$ cat config.mk
export PLATFORM = sky130hd
export DESIGN_NAME = bus_host_arbiter
export DESIGN_NICKNAME = d
export VERILOG_FILES = /design/src/rtl/bus_host_arbiter.sv
export SDC_FILE = /design/constraint.sdc
export NUM_CORES = 1
export LEC_CHECK = 0
export CAP_MARGIN = 15
export CORE_AREA = 2 2 123 125
export CTS_CLUSTER_DIAMETER = 40
export DETAILED_ROUTE_END_ITERATION = 6
export DIE_AREA = 0 0 125 127
export GPL_ROUTABILITY_DRIVEN = 0
export PLACE_DENSITY = 0.69
export SYNTH_ARGS = -nofsm -noshare
export SYNTH_HDL_FRONTEND = slang
export SYNTH_SLANG_ARGS = --single-unit
$ cat constraint.sdc
create_clock -name clk_i -period 4.52 [get_ports clk_i]
set_input_delay 0.452 -clock clk_i [delete_from_list [all_inputs] [get_ports clk_i]]
set_output_delay 0.452 -clock clk_i [all_outputs]
set_load 0.02 [all_outputs]
$ cat src/rtl/bus_host_arbiter.sv
// Round-robin multi-host arbiter onto one req/gnt/rvalid device port, with an in-order FIFO
// of host IDs that routes each response back to its requester. Define BUS_ARB_FIXED_PRIO_EN for fixed priority.
module bus_host_arbiter #(
  parameter int NrHosts        = 2,
  parameter int DataWidth      = 32,
  parameter int AddressWidth   = 32,
  parameter int MaxOutstanding = 2
) (
  input  logic                    clk_i,
  input  logic                    rst_ni,

  input  logic [NrHosts-1:0]      host_req_i,
  output logic [NrHosts-1:0]      host_gnt_o,
  input  logic [AddressWidth-1:0] host_addr_i  [NrHosts],
  input  logic [NrHosts-1:0]      host_we_i,
  input  logic [DataWidth/8-1:0]  host_be_i    [NrHosts],
  input  logic [DataWidth-1:0]    host_wdata_i [NrHosts],
  output logic [NrHosts-1:0]      host_rvalid_o,
  output logic [DataWidth-1:0]    host_rdata_o [NrHosts],
  output logic [NrHosts-1:0]      host_err_o,

  output logic                    dev_req_o,
  input  logic                    dev_gnt_i,
  output logic [AddressWidth-1:0] dev_addr_o,
  output logic                    dev_we_o,
  output logic [DataWidth/8-1:0]  dev_be_o,
  output logic [DataWidth-1:0]    dev_wdata_o,
  input  logic                    dev_rvalid_i,
  input  logic [DataWidth-1:0]    dev_rdata_i,
  input  logic                    dev_err_i
);

  localparam int IdW  = (NrHosts > 1) ? $clog2(NrHosts) : 1;
  localparam int IdxW = (MaxOutstanding > 1) ? $clog2(MaxOutstanding) : 1;
  localparam int CntW = $clog2(MaxOutstanding + 1);

  localparam logic [IdW-1:0]  IdLast  = IdW'(NrHosts - 1);
  localparam logic [IdxW-1:0] IdxLast = IdxW'(MaxOutstanding - 1);
  localparam logic [CntW-1:0] CntMax  = CntW'(MaxOutstanding);

  logic [IdW-1:0]  ptr_q, ptr_d;
  logic            lock_vld_q, lock_vld_d;
  logic [IdW-1:0]  lock_id_q, lock_id_d;
  logic [CntW-1:0] cnt_q, cnt_d;
  logic [IdxW-1:0] wr_ptr_q, wr_ptr_d;
  logic [IdxW-1:0] rd_ptr_q, rd_ptr_d;
  logic [IdW-1:0]  fifo_q [MaxOutstanding];
  logic [IdW-1:0]  fifo_d [MaxOutstanding];

  logic            rr_found;
  logic [IdW-1:0]  rr_winner;
  logic [IdW-1:0]  cand;
  logic [IdW-1:0]  winner;
  logic [IdW-1:0]  head_id;
  logic            fifo_full;
  logic            dev_req;
  logic            accept;
  logic            stall;
  logic            pop;

  // Walk the hosts starting at the priority pointer; the first requester found wins.
  always_comb begin
    rr_found  = 1'b0;
    rr_winner = '0;
    cand      = ptr_q;
    for (int k = 0; k < NrHosts; k++) begin
      if (!rr_found && host_req_i[cand]) begin
        rr_found  = 1'b1;
        rr_winner = cand;
      end
      cand = (cand == IdLast) ? '0 : cand + 1'b1;
    end
  end

  assign winner    = lock_vld_q ? lock_id_q : rr_winner;
  assign fifo_full = (cnt_q == CntMax);
  assign dev_req   = (rr_found | lock_vld_q) & ~fifo_full;
  assign accept    = dev_req & dev_gnt_i;
  assign stall     = dev_req & ~dev_gnt_i;
  assign head_id   = fifo_q[rd_ptr_q];
  assign pop       = dev_rvalid_i & (cnt_q != '0);

  assign dev_req_o   = dev_req;
  assign dev_addr_o  = dev_req ? host_addr_i[winner]  : '0;
  assign dev_we_o    = dev_req ? host_we_i[winner]    : 1'b0;
  assign dev_be_o    = dev_req ? host_be_i[winner]    : '0;
  assign dev_wdata_o = dev_req ? host_wdata_i[winner] : '0;

  for (genvar g = 0; g < NrHosts; g++) begin : g_host
    assign host_gnt_o[g]    = accept & (winner == IdW'(g));
    assign host_rvalid_o[g] = pop & (head_id == IdW'(g));
    assign host_err_o[g]    = pop & dev_err_i & (head_id == IdW'(g));
    assign host_rdata_o[g]  = dev_rdata_i;
  end

  // A stalled request is locked so the presented host cannot change mid-handshake.
  always_comb begin
    ptr_d      = ptr_q;
    lock_vld_d = lock_vld_q;
    lock_id_d  = lock_id_q;
    if (accept) begin
`ifdef BUS_ARB_FIXED_PRIO_EN
      ptr_d      = '0;
`else
      ptr_d      = (winner == IdLast) ? '0 : winner + 1'b1;
`endif
      lock_vld_d = 1'b0;
    end else if (stall) begin
      lock_vld_d = 1'b1;
      lock_id_d  = winner;
    end
  end

  always_comb begin
    fifo_d   = fifo_q;
    wr_ptr_d = wr_ptr_q;
    rd_ptr_d = rd_ptr_q;
    cnt_d    = cnt_q;
    if (accept) begin
      fifo_d[wr_ptr_q] = winner;
      wr_ptr_d         = (wr_ptr_q == IdxLast) ? '0 : wr_ptr_q + 1'b1;
    end
    if (pop) begin
      rd_ptr_d = (rd_ptr_q == IdxLast) ? '0 : rd_ptr_q + 1'b1;
    end
    if (accept && !pop) begin
      cnt_d = cnt_q + 1'b1;
    end else if (pop && !accept) begin
      cnt_d = cnt_q - 1'b1;
    end
  end

  always_ff @(posedge clk_i or negedge rst_ni) begin
    if (!rst_ni) begin
      ptr_q      <= '0;
      lock_vld_q <= 1'b0;
      lock_id_q  <= '0;
      cnt_q      <= '0;
      wr_ptr_q   <= '0;
      rd_ptr_q   <= '0;
      fifo_q     <= '{default: '0};
    end else begin
      ptr_q      <= ptr_d;
      lock_vld_q <= lock_vld_d;
      lock_id_q  <= lock_id_d;
      cnt_q      <= cnt_d;
      wr_ptr_q   <= wr_ptr_d;
      rd_ptr_q   <= rd_ptr_d;
      fifo_q     <= fifo_d;
    end
  end

endmodule
==> summary.md <==
| Metric | Value |
|---|---|
| Fin crit period | 3.32 ns |
| Worst slew pin tran | 0.700 ns |
| Mapped Cells | 357 |
| #FFs+latches synth | 9 |
| Vias per Instance | 4.43 |
| Worst Setup Path Type | input pin to output port |
| CP Data Required Time | 4.07 ns |
| CTS Sinks | 9 |
| Share of layout cells above drive strength 1 | 2.91% |
| Vias in the first global route | just under 3000 |
| Cell Pwr Density | around 630 mW/mm^2 |
| Max cap viols | 0 |
| Die area | roughly 0.016 mm^2 |
| Yosys cell types | 25 |
| DRT antenna net count | 0 |
| Vias post-DR | just under 3000 |
| Slew headroom | 53.3% |
| GR Overflow Total | 0 |
| Setup WS post-layout | 1.20 ns |
| RSZ-0062 raised after global routing | no |
| H-Tree Depth | 1 |
| Finish-stage setup viols | 0 |
| Share of the synthesized area in the top cell type | a little over a quarter |
| Worst Path Arrival | 2.87 ns |
| Max Fclk | around 300 MHz |
| Dpl hpwl | 6.47 mm |
| Startpoint types | input pin |
| R2r worst-path depth | 7 |
| Worst-path clk slew | 0.04 ns |
| # nets final | 660 |
| Root Driver | clkbuf_16 |
| Sequential area share after synthesis | 8.62% |
| CTS-repair resized insts | 0 |
| Hold depth | 1 |
| Drt total wl | 8.57 mm |
| Hold_buf cts | 0 |
| Pre-CTS WS | roughly 1.2 ns |
| Fin. max-slew vios | 0 |
| Initial core utilization | 18.1% |
| Postcts setup bufs | 0 |
| WL/cell | 12.9 um |
| FF/Latch Area | roughly 230 um^2 |
| Crit path max fanout | 66 |
| Clk_skew | 0.00121 ns |
| Maximum vdd drop | 0.224 mV |
| CTS tree | yes |
| Gr usage total | 10.1% |
| Synth Cell Area | roughly 0.0026 mm^2 |
| Initial DRC Count | around 120 |
| DR DRC count | 0 |
| Layout Cells excl Fill | 665 |
| Clk_lat worst skew | around 0.23 ns |
| Die Wd | 125 um |
| Area delta synth->final | 70.4% |
| First-pass GRT wire length | between 10 and 15 mm |
| DRT Pass-1 Iters | 4 |
| Pwr Total | 2.83 mW |
| Row cnt | 44 |
| Die Y-Extent | 127 um |
| Worst min-delay path class | flip-flop to flip-flop |
| Setup TNS | 0 ns |
| Initial antenna violation count | 0 |
| Final Hold Fails | 0 |
| CTS max path bufs | 2 |
| Cells after DPL | 661 |
| Outcome | finished, final reports clean |
| LEAKAGE | 1.95 nW |
| N_diodes | 0 |
| # IOs | 317 |
| Synth Net Count | around 540 |
| Port Buf Inserts | 220 |
| Main area contributors after synthesis | mux2i_1, nand3_1, buf_4 |
| Largest net degree at the start of global routing | 79 |
| Multi-input gate area | 0.00164 mm^2 |
| Synthesized area per cell | 7.32 um^2 |
| # fillers | 1561 |
| Tcrit/Tclk final | 73.5% |
| Finished Core Util | 30.9% |
| Total core area | 0.0144 mm^2 |
| Post-synth top area cell | mux2i_1 |
| Num CTS Buffers | 3 |
| Worst setup EP type | output port |
| Yosys Warn Count | 0 |
registers in the layout, summed over array words and instances (netlist names):
name        flops
cnt_q           2
fifo_q          2
lock_id_q       1
lock_vld_q      1
ptr_q           1
rd_ptr_q        1
wr_ptr_q        1
path summary, 6_finish.rpt:
| check | start | endpoint | slack [ns] |
|---|---|---|---|
| worst max-delay path | host_req_i[1] | dev_wdata_o[30] | 1.20 |
| worst min register to register | rd_ptr_q | rd_ptr_q | 0.49 |
| max in group asynchronous | rst_ni | rd_ptr_q | 3.71 |
| worst min-delay path | rd_ptr_q | rd_ptr_q | 0.49 |
| worst max register to register | lock_vld_q | cnt_q[1] | 2.45 |
| min in group asynchronous | rst_ni | cnt_q[1] | 0.52 |
metrics by stage:
stage                     hold slack [ns]  cell area [um^2]
after floorplan                     0.156              2610
after global placement              0.477              4370
after detailed placement            0.480              4370
after CTS                           0.487              4450
after global routing                0.526              4450
final                               0.492              4450
cell usage after synthesis (all sizes together):
library cell	instances
a31oi	7
and2	3
and3	2
buf	91
clkbuf	14
dfrtp	9
ha	1
inv	4
mux2	1
mux2i	70
nand2b	2
nand3	139
nor2	3
nor2b	2
nor3b	1
o21ai	1
o2bb2ai	1
or3	1
xnor2	3
xor2	2
final cells by class:
class	instances	share of cell area (%)
Tap cell	184	5.17
Clock buffer	4	1.77
Sequential cell	9	5.06
Timing Repair Buffer	225	50.9
Multi-Input combinational cell	239	36.8
Inverter	4	0.337
placed cells by master, fill, tap and decap left out, types with 3 or more instances in the layout:
master and n:
a31oi_1 5, buf_4 3, clkbuf_16 3, clkdlybuf4s50_1 220, dfrtp_1 9, inv_1 4, mux2i_1 70, nand3_1 139
nor2_1 3, xnor2_1 3
critical path: stages:
cell	delay (ns)
clkdlybuf4s50_1	0.52
or3_4	0.53
buf_12	0.34
nand3_1	0.11
mux2i_1	0.23
clkdlybuf4s50_1	0.65
report_power, final:
group          internal [mW]  total [mW]  switching, mW  leakage [nW]
registers              0.124       0.159         0.0347         0.104
clock network          0.118       0.156         0.0378        0.0382
logic                   1.20        2.51           1.31          1.81
total                   1.44        2.83           1.38          1.95
cells by family (layout without fill, tap and decap cells):
kind of cell    Yosys count  in the layout  synth area share [%]
compound gates            9              9                  2.44
simple gates            153            153                  29.8
flops                     9              9                  8.62
xor+xnor                  5              5                  1.68
buf+inv                 109            233                  29.7
mux                      71             71                  27.2
fa+ha+maj                 1              1                 0.479
layer usage:
| layer | vias up | track usage, % | part of all wire (%) | wire length (um) |
|---|---|---|---|---|
| li1 | 1448 | - | - | - |
| met1 | 1302 | 12.3 | 40 | 3440 |
| met2 | 174 | 17.1 | 46 | 3970 |
| met3 | 19 | 3.73 | 12 | 1030 |
| met4 | 0 | 2.55 | 1.6 | 139 |
| met5 | - | 0 | 0 | 0 |
Note: power is estimated with default switching activity, not from simulation.
==> RTL change: new RTL, same flow settings <==
Change the parameter `DataWidth` from 32 to 24.
--- a/src/rtl/bus_host_arbiter.sv
+++ b/src/rtl/bus_host_arbiter.sv
@@ -4,3 +4,3 @@
   parameter int NrHosts        = 2,
-  parameter int DataWidth      = 32,
+  parameter int DataWidth      = 24,
   parameter int AddressWidth   = 32,
Interface: changed (6 resized); port bits go from 317 to 266. The function was not compared with the original's and may differ.
==> RTL change against the original RTL <==
  * Power decreased by 8.6%
  * Design area decreased by 9.1%
  * Count of clock-buffer cells in the layout unchanged
  * Via count decreased by 12%
  * Maximum frequency increased by 1.7%
  * Synthesized area decreased by 13%
  * First-iteration DRC count decreased by 1.7%
  * Sequential cell count unchanged
  * Routed wire length decreased by 8.4%
  * Combinational power decreased by 9.6%
  * Worst setup slack improved by 0.056 ns
  * Die area unchanged
  * Critical path type unchanged
  * Largest power group unchanged
  * Highest routed layer unchanged
==> RTL change: results (changes against the original RTL) <==
- Critical Path Fanout Max: 29 (was 66)
- Ant diodes: 0 (unchanged)
- Multiplexer area fraction after synthesis: 27.37% (was 27.24%)
- Setup repair bufs after CTS: 0 (unchanged)
- Parity-gate share of the synthesized area counting xor and xnor cells: 1.927% (was 1.675%)
- Fraction of final layout cells with drive strength greater than 1: 3.505% (was 2.911%)
- Vias in the first global route: 2,513 (was 2,943)
- Number of nets in the layout: 581 (was 660)
- Routed wirelength normalized by instance count: 12.83 um (was 12.89 um)
- DRT antenna net count: 0 (unchanged)
- Longest individual stage delay on the worst path: 0.63 ns (was 0.65 ns)
- Slew at the pin closest to its max-slew limit: 0.6788 ns (was 0.7004 ns)
- Leakage power total: 1.764 nW (was 1.953 nW)
- Clock latency at the later pin of the worst-skew pair: 0.24 ns
- Detailed-route wire length on metal 1: 3128 um (was 3438 um)
- Fillers: 1,575 (was 1,561)
- Commonest cells post-synth: sky130_fd_sc_hd__nand3_1, sky130_fd_sc_hd__mux2i_1, sky130_fd_sc_hd__buf_4 (unchanged)
- First DRT Iteration DRCs: 114 (was 116)
- Number of antenna violations at the first check in global routing: 0 (unchanged)
- Wire length on met3: 796 um (was 1025 um)
- Maximum number of buffers from clock root to sink: 2 (unchanged)
- Quantity of I/O buffers inserted on ports: 193 (was 220)
- Detailed route wirelength on metal2: 3722 um (was 3970 um)
- Run status: finished, final reports clean (unchanged)
- Wire length of the first global-routing pass: 12,280 um (was 13,970 um)
- Worst IR drop on VDD: 0.0002759 V (was 0.0002239 V)
- Biggest area contributors in the synthesized netlist: sky130_fd_sc_hd__mux2i_1, sky130_fd_sc_hd__nand3_1, sky130_fd_sc_hd__buf_4, sky130_fd_sc_hd__dfrtp_1, sky130_fd_sc_hd__buf_6 (unchanged)
- Total global routing track utilization: 9.008% (was 10.14%)
- Compound-Gate Fraction of Synth Area: 2.808% (was 2.441%)
- Post-Synth Adder-Cell Area: 0.5507% (was 0.4787%)
- WP data arrival: 2.81 ns (was 2.87 ns)
- Clock skew: 0.003324 ns (was 0.001208 ns)
- Part of the Yosys area used for sequential elements: 9.912% (was 8.617%)
- Synthesized Nets: 461 (was 535)
- Register-to-Register Setup Slack: 2.40 ns (was 2.45 ns)
- Register clock-pin slew on the reported worst setup and hold paths: 0.04 ns (about the same)
- Placed wire-length estimate: 6015 um (was 6472 um)
- Vias: 2,599 (was 2,943)
- Biggest registers after layout: cnt_q x2, fifo_q x2 (unchanged)
- Post-placement setup slack: 1.206 ns (was 1.169 ns)
- Pin count of the biggest net entering global routing: 65 (was 79)
- Upper clock frequency limit: 0.3064 GHz (was 0.3012 GHz)
## RTL change: changes by cell type after synthesis, sizes merged
cell	unedited run	this run
mux2i	70	61
nand3	139	121
clkbuf	14	13
buf	91	71
## RTL change: worst paths after layout
kind,start,to,cells past startpoint
max in group asynchronous,rst_ni,cnt_q[1],1
worst min-delay path,wr_ptr_q,wr_ptr_q,1
worst max-delay path,host_req_i[0],dev_addr_o[21],6
worst min register to register,wr_ptr_q,wr_ptr_q,1
min in group asynchronous,rst_ni,lock_vld_q,1
worst max register to register,lock_vld_q,cnt_q[1],7
## RTL change: power breakdown
group,internal (W),switching [W]
clock network,0.000118,0.0000380
logic,0.00110,0.00117
registers,0.000124,0.0000365
total,0.00134,0.00125
## RTL change: kinds of logic after synthesis
| family | count (synthesis) |
|---|---|
| XOR/XNOR | 5 |
| flip-flops | 9 |
| adder cells (fa/ha/maj) | 1 |
| AO/OA/AOI/OAI | 9 |
| multiplexers | 62 |
| AND/OR/NAND/NOR | 135 |
| buffers and inverters | 88 |
## RTL change: cell type report
type                    instances  share of cell area, %
well taps                     184                  5.688
multi-input cells             212                  36.04
inverters                       4                 0.3709
flip-flops and latches          9                  5.564
repair buffers                199                  50.39
clock buffers                   4                  1.947
## RTL change: layer usage
metal  vias to the layer above  GRT usage (%)
met5                         -              0
met4                         0          2.941
met1                      1143          10.86
met2                       150          15.70
li1                       1285              -
met3                        21          2.303
## RTL change: stage by stage
stage	utilization [%]	total power [W]	cells	area (um2)	hold WS (ns)
floorplan	-	0.001619	309	2272	0.1564
global placement	27.52	0.002444	608	3969	0.4767
detailed placement	27.52	0.002457	608	3969	0.4803
CTS	28.06	0.002628	612	4048	0.4892
global route	28.06	0.002768	612	4048	0.5054
finish	28.06	0.002584	612	4048	0.4877
